[src/rtl/reg_word_serializer.sv]
// -----------------------------------------------------------------------------
// reg_word_serializer
//
// Parallel-in, serial-out reader for an N-bit register word. A load request
// captures the whole word into a shadow register. The word is then drained as
// BEATS = N/W chunks of W bits over a valid/ready stream, least-significant
// chunk first.
//
// Handshake: a chunk transfers on a rising edge where out_valid and out_ready
// are both 1. While out_valid=1 and out_ready=0, out_data and out_last stay
// unchanged. out_valid never depends on out_ready.
//
// Parameters:
//   N  - captured word width; must be an integer multiple of W
//   W  - output chunk width
//
// Ports:
//   clk        in   rising-edge clock
//   rst        in   asynchronous active-low reset
//   load       in   capture request, sampled at the rising edge
//   D          in   N-bit word, captured when a load is accepted
//   out_ready  in   downstream accepts the current chunk
//   out_valid  out  out_data holds a valid chunk
//   out_data   out  current W-bit chunk
//   out_last   out  current chunk is the final beat of the frame
//   busy       out  frame in progress; loads are not accepted
//   drop       out  one-cycle pulse after a load that arrived while busy
// -----------------------------------------------------------------------------
module reg_word_serializer #(
   parameter int N = 32,
   parameter int W = 8
) (
   input  logic         clk,
   input  logic         rst,
   input  logic         load,
   input  logic [N-1:0] D,
   input  logic         out_ready,
   output logic         out_valid,
   output logic [W-1:0] out_data,
   output logic         out_last,
   output logic         busy,
   output logic         drop
);

   localparam int BEATS = N / W;
   localparam int BW    = (BEATS > 1) ? $clog2(BEATS) : 1;
   localparam logic [BW-1:0] BEAT_LAST = BW'(BEATS - 1);
   localparam logic [BW-1:0] BEAT_ONE  = BW'(1);

   generate
      if (W < 1 || N < W || (N % W) != 0) begin : g_bad_params
         $error("reg_word_serializer: N must be a positive multiple of W");
      end
   endgenerate

   typedef enum logic {
      S_IDLE = 1'b0,
      S_SEND = 1'b1
   } state_t;

   state_t         r_state;
   state_t         w_state_nxt;
   logic [BW-1:0]  r_beat;
   logic [N-1:0]   r_shadow;
   logic           r_drop;
   logic           w_accept;
   logic           w_hs;
   logic           w_hs_last;

   // Next-state and transfer decode
   always_comb begin
      w_state_nxt = r_state;
      w_accept    = 1'b0;
      w_hs        = 1'b0;
      w_hs_last   = 1'b0;
      case (r_state)
         S_IDLE: begin
            if (load) begin
               w_accept    = 1'b1;
               w_state_nxt = S_SEND;
            end
         end
         S_SEND: begin
            w_hs      = out_ready;
            w_hs_last = out_ready && (r_beat == BEAT_LAST);
            if (w_hs_last) begin
               w_state_nxt = S_IDLE;
            end
         end
         default: begin
            w_state_nxt = S_IDLE;
         end
      endcase
   end

   // State register and datapath. The shadow register shifts right by one
   // chunk per non-final handshake, so the current chunk is always in its low
   // W bits. Without a handshake nothing in here changes, which keeps the
   // presented chunk stable during stalls.
   always_ff @(posedge clk or negedge rst) begin
      if (!rst) begin
         r_state  <= S_IDLE;
         r_beat   <= '0;
         r_shadow <= '0;
         r_drop   <= 1'b0;
      end else begin
         r_state <= w_state_nxt;
         // A load seen while a frame is in progress (including the final
         // handshake edge) is discarded and reported one cycle later.
         r_drop  <= load && (r_state == S_SEND);
         if (w_accept) begin
            r_shadow <= D;
            r_beat   <= '0;
         end else if (w_hs_last) begin
            r_beat   <= '0;
         end else if (w_hs) begin
            r_beat   <= r_beat + BEAT_ONE;
            r_shadow <= r_shadow >> W;
         end
      end
   end

   // Every output is decoded from registers only.
   assign busy      = (r_state == S_SEND);
   assign out_valid = (r_state == S_SEND);
   assign out_data  = r_shadow[W-1:0];
   assign out_last  = (r_state == S_SEND) && (r_beat == BEAT_LAST);
   assign drop      = r_drop;

endmodule

[config.mk]
export PLATFORM = sky130hd
export DESIGN_NAME = reg_word_serializer
export DESIGN_NICKNAME = d
export VERILOG_FILES = /design/src/rtl/reg_word_serializer.sv
export SDC_FILE = /design/constraint.sdc
export NUM_CORES = 1
export LEC_CHECK = 0
export ABC_AREA = 1
export CORE_AREA = 2 2 64 78
export CTS_CLUSTER_SIZE = 20
export DETAILED_ROUTE_END_ITERATION = 10
export DIE_AREA = 0 0 66 80
export PLACE_DENSITY = 0.7
export SLEW_MARGIN = 20
export SYNTH_ARGS = -nofsm -noshare
export SYNTH_HDL_FRONTEND = slang
export SYNTH_SLANG_ARGS = --single-unit
[constraint.sdc]
create_clock -name clk -period 2.8 [get_ports clk]
set_input_delay 0.56 -clock clk [delete_from_list [all_inputs] [get_ports clk]]
set_output_delay 0.56 -clock clk [all_outputs]
set_load 0.02 [all_outputs]
==> results of run 1 <==
-- cell usage in the layout (no fill, tap or decap), drive strengths merged --
master and count:
nand2 175, clkdlybuf4s50 46, dfrtp 36, clkbuf 8
inv 6, nand3 3, buf 2, o21a 1
nor2 1, o21ai 1, a21oi 1, ha 1
-- per-stage QoR --
step           instance area (sq um)  cells  setup WS [ns]  hold WS, ns  utilization
2_1_floorplan                   1900    245           1.42        0.264            -
3_3_place_gp                    2270    331          0.669        0.455        0.502
3_5_place_dp                    2270    331          0.611        0.462        0.502
4_1_cts                         2360    339          0.615        0.380        0.522
5_1_grt                         2360    339          0.494        0.421        0.522
6_report                        2360    339          0.620        0.356        0.522
-- worst register-to-register path, cell delays in order, from the launching register on --
cell,delay (ns)
dfrtp_1,0.59
inv_2,0.08
nand2_4,0.25
nand2_4,0.11
nand2_8,0.20
inv_6,0.16
nand2_1,0.10
nand2_1,0.05
-- sequential cells by signal, summed over array words and instances (netlist names) --
name      flops
r_shadow     32
r_beat        2
busy          1
drop          1
-- cells by family after synthesis --
kind of cell             count (synthesis)
flip-flops                              36
adder cells (fa/ha/maj)                  1
buffers and inverters                   26
AND/OR/NAND/NOR                        179
AO/OA/AOI/OAI                            3
-- worst max-delay path by stage --
stage | startpoint | endpoint | slack, ns
CTS | busy | out_last | 0.62
finish | busy | out_last | 0.62
floorplan | busy | out_last | 1.42
detailed placement | load | r_shadow[6] | 0.61
global route | busy | out_last | 0.49
global placement | load | r_shadow[18] | 0.67
-- cell type report --
cell class              count  area share
clock buffers               8      0.0382
well taps                  58      0.0307
multi-input cells         183       0.338
flip-flops and latches     36       0.382
inverters                   6      0.0117
repair buffers             48       0.200
-- layer usage --
layer | up-vias | share of wire | wire length [um]
met5 | - | 0 | 0
met4 | 0 | 0.026 | 93
met3 | 6 | 0.045 | 164
met2 | 36 | 0.51 | 1830
met1 | 643 | 0.42 | 1530
li1 | 789 | - | -
-- power by group --
part / switching [mW] / internal, mW / leakage (nW)
registers: 0.132 / 0.744 / 0.478
clock network: 0.176 / 0.201 / 0.0455
logic: 0.576 / 0.408 / 0.753
==> impl_metrics.yaml, run 1 <==
setup_path:
  worstSetupStartpointType: "flop"
  r2r_end: "r_shadow[6]"
  criticalPathCategory: "reg -> out"
  cp_slowest_cell: "clkdlybuf4s50_1"
  reg2reg_from: "busy"
  path_cells: "nand2_1 -> inv_1 -> clkdlybuf4s50_1"
  crit_fanout: 10
  path_delay_family: "buffers and inverters"
  critical_path_arrival_ns: 1.62
  crit_buf_inv: 2
  reg2reg_slack_ns: 1.16
  cpPeakStageDelay_ns: 0.60
  required_ns: 2.24
  rr_worst_depth: 7
  cp-end-kind: "primary output"
  cp_num_cells: 3
clocking:
  post_cts_buffers: 0
  cts-resized-gates: 0
  cts.sinks: 36
  clk_latency_ns: 0.29
  root_buffer: "clkbuf_8"
  clkTransAtPathRegs_ns: 0.06
  cts_tree: "yes"
  ctsHoldBuffers: 0
  h-tree-depth: 2
  cts_buffers: 5
  cts_max_path_buffers: 2
synthesis:
  ys_ff_latch: 36
  synth.mux.area_fraction: 0
  synthCells: 245
  netlist_top_cells_area: "dfrtp_1 (47%), nand2_1 (30%), nand2_2 (6.2%), buf_4 (5.5%), buf_12 (2.1%)"
  yosysMostFrequentCell: "nand2_1"
  synth.distinct_cells: 19
  yosysTopAreaCellShare: 0.473
  synth_enable_flop_cells: 0
  synth_fa_ha_area_frac: 0.00657
  synthSimpleGateAreaFrac: 0.403
  syn_nets: 282
  async_flop_share: 1.00
  synth.largest_area_cell: "dfrtp_1"
  synth-xor-area-share: 0
  synth_top_family_by_area: "simple AND/OR/NAND/NOR gates"
  synth_compound_area_frac: 0.00920
  synth_common_cells: "nand2_1 (153), dfrtp_1 (36), nand2_2 (19)"
  yosysSeqAreaShare: 0.473
  synth_warnings: 0
  synth_top_flop_cell: "dfrtp_1"
  synth.cell_area_sq_um: 1900
  postSynthAreaPerCell_sq_um: 7.77
run:
  drv_cap: 0
floorplanning:
  dieHeight_um: 80
  die_w_um: 66
  core_area_sq_um: 4530
  row_count: 27
  die-area_sq_um: 5280
  pin_count: 48
  start_util: 0.420
pwr:
  max-vdd-ir-drop_mv: 0.378
  leakage_nw: 1.28
  power_density_nw_per_um2: 947
  total_power_mw: 2.24
grt:
  grt_pass1_vias: 1495
  grt_pass1_wl_um: 6310
  antenna_found_initial: 0
  grtUsageMet1: 0.178
  grt_use_met3: 0.0395
  grt.overflow.total: 0
  grt_busiest_layer: "met2"
  grtUsageMet2: 0.275
  grt_use_total: 0.158
  grt_max_degree: 37
worst_hold_path:
  hp-class: "in -> async"
sta:
  relSlewSlack: 0.475
  finalSetupTns_ns: 0
  tightest_slew_ns: 0.788
  setup_viol: 0
  clock_skew_ns: 0.00384
  hold_violations: 0
  min_period_over_period: 0.779
  rsz0062_at_grt: "false"
  min_period_ns: 2.18
  max_freq_mhz: 459
  slew_viol_final: 0
place:
  globalplace.congestion: 0.684
  portBuffers: 47
  dp_hpwl_um: 2390
layout:
  fin_nets: 317
  multiInputGateArea_sq_um: 797
  area_growth_pct: 24.1
  layout-drive-gt1-share: 0.125
  antenna_cells: 0
  seqCellArea_sq_um: 901
  num-fill-cells: 473
detailed_routing:
  drt_iter0_drc: 75
  post_drt_wl_per_cell_um: 10.7
  vias_per_cell: 4.35
  drcViolationCount: 0
  num_vias: 1474
  drt-pass1-iter-count: 4
  ant_nets: 0
  totalWireLength_um: 3620
status:
  outcome: "finished, final reports clean"
Note: power is estimated with default switching activity, not from simulation.
==> inputs of run 2 (changes only) <==
--- a/config.mk
+++ b/config.mk
@@ -10,7 +10,7 @@
 export CTS_CLUSTER_SIZE = 20
 export DETAILED_ROUTE_END_ITERATION = 10
 export DIE_AREA = 0 0 66 80
-export PLACE_DENSITY = 0.7
+export PLACE_DENSITY = 0.73
 export SLEW_MARGIN = 20
 export SYNTH_ARGS = -nofsm -noshare
 export SYNTH_HDL_FRONTEND = slang
==> constraint.sdc (replaced) <==
create_clock -name clk -period 2 [get_ports clk]
set_input_delay 0.4 -clock clk [delete_from_list [all_inputs] [get_ports clk]]
set_output_delay 0.4 -clock clk [all_outputs]
set_load 0.02 [all_outputs]
==> run 2 against run 1 <==
Net effect:
- critical endpoint unchanged
- clock power rose by 41%
- non-clock buffer count rose by 5
- via count rose by 1.8%
- sequential cell count did not move
- critical path depth rose by 1
- first-iteration DRC count rose by 65%
- setup slack got worse by 0.55 ns
==> impl_metrics.yaml, run 2 (synthesized netlist as in run 1, its figures left out) <==
grt:
  antenna_found_initial: 0
  grt.overflow.total: 0
  grt_max_degree: 33
  grt_use_total: 0.145
  grt_pass1_vias: 1338
  grt_pass1_wl_um: 5770
floorplanning:
  core_area_sq_um: 4530
  die-area_sq_um: 5280
  row_count: 27
  dieHeight_um: 80
  start_util: 0.420
  die_w_um: 66
  pin_count: 48
layout:
  final_cells: 344
  reg_top3: "r_shadow x32, r_beat x2"
  top_register: "r_shadow"
  largest_reg_flops: 32
  area_growth_pct: 26.9
  finish.utilization: 0.533
  final_cell_mix: "nand2_1 (153), clkdlybuf4s50_1 (46), dfrtp_1 (35)"
  num-fill-cells: 433
  final_common_cell: "nand2_1"
  fin_nets: 322
  antenna_cells: 0
  layout-drive-gt1-share: 0.150
pwr:
  p_sw_mw: 1.25
  max-vdd-ir-drop_mv: 0.468
  clockPowerShare: 0.167
  power_density_nw_per_um2: 1310
  sequentialPowerShare: 0.388
  leakage_nw: 1.31
  swShare: 0.394
  pwr-share-comb: 0.445
  p_int_mw: 1.92
sta:
  relSlewSlack: 0.657
  hold-worst-slack_ns: 0.0787
  finalSetupTns_ns: 0
  setup_viol: 0
  hold_violations: 0
  min_period_ns: 1.93
  slew_viol_final: 0
  clock_skew_ns: 0.00700
  min_period_over_period: 0.963
  rsz0062_at_grt: "false"
  tightest_slew_ns: 0.515
  max_freq_mhz: 519
setup_path:
  reg2reg_slack_ns: 0.68
  required_ns: 1.60
  criticalPathCategory: "reg -> out"
  worstSetupStartpointType: "flop"
  cp-end-kind: "primary output"
  critical_path_arrival_ns: 1.53
  reg2reg_from: "r_beat[0]"
  crit_fanout: 2
  rr_worst_depth: 6
  r2r_end: "r_shadow[22]"
clocking:
  clkTransAtPathRegs_ns: 0.07
  cts_tree: "yes"
  cts_buffers: 5
  clk_latency_ns: 0.29
  h-tree-depth: 2
  cts_max_path_buffers: 2
  cts.sinks: 36
  root_buffer: "clkbuf_8"
detailed_routing:
  totalWireLength_um: 3580
  drcViolationCount: 0
  num_vias: 1501
  vias_per_cell: 4.36
  post_drt_wl_per_cell_um: 10.4
  drt_iter0_drc: 124
  drt-pass1-iter-count: 4
  ant_nets: 0
place:
  globalplace.congestion: 0.741
  placedCellCount: 336
  dp_hpwl_um: 2440
  portBuffers: 47
run:
  drv_cap: 0
status:
  outcome: "finished, final reports clean"
worst_hold_path:
  hp-class: "in -> async"
-- run 2: cell type report --
class / instances / area, sq um / share of cell area
clock buffers: 6 / 82.6 / 0.0342
clock inverters: 2 / 10.0 / 0.00415
inverters: 6 / 27.5 / 0.0114
multi-input cells: 183 / 797 / 0.330
flip-flops and latches: 36 / 902 / 0.374
well taps: 58 / 72.6 / 0.0301
repair buffers: 53 / 523 / 0.217
-- run 2: layer usage --
metal	up-vias	wire [um]	global-route usage
met2	35	1750	0.248
met1	664	1610	0.164
met4	0	54	0.0673
li1	797	-	-
met3	5	161	0.0437
met5	-	0	0
-- run 2: power groups by stage --
stage               clock network [mW]  logic, mW  registers (mW)
floorplan                            0       1.23            1.19
global placement                     0       1.39            1.23
detailed placement                   0       1.43            1.24
CTS                              0.553       1.44            1.23
global route                     0.588       1.58            1.27
finish                           0.529       1.41            1.23
-- run 2: stage by stage --
step                setup WS, ns  total power [mW]  cell area (sq um)
finish                    0.0736              3.18               2410
global route             0.00577              3.44               2410
CTS                       0.0624              3.22               2410
detailed placement         0.242              2.67               2320
global placement           0.284              2.63               2320
floorplan                  0.703              2.42               1900
-- run 2: worst max path at each step --
stage,start,end,slack (ns),depth (start not counted)
2_1_floorplan,busy,r_shadow[18],0.70,9
3_3_place_gp,load,r_shadow[24],0.28,7
3_5_place_dp,out_ready,r_shadow[6],0.24,6
4_1_cts,r_beat[0],out_last,0.06,4
5_1_grt,r_beat[1],out_last,0.006,4
6_report,r_beat[0],out_last,0.07,4
-- run 2: critical path, stage by stage, from the launching register on --
cell,delay (ns)
dfrtp_1,0.36
ha_1,0.18
nand2_1,0.06
inv_1,0.05
clkdlybuf4s50_1,0.59
-- run 2: timing repair --
action	4_1_cts	5_1_grt
endpoints found under the setup margin	1	0
buffers inserted	0	0
hold buffers	0	0
resized for setup	1	0
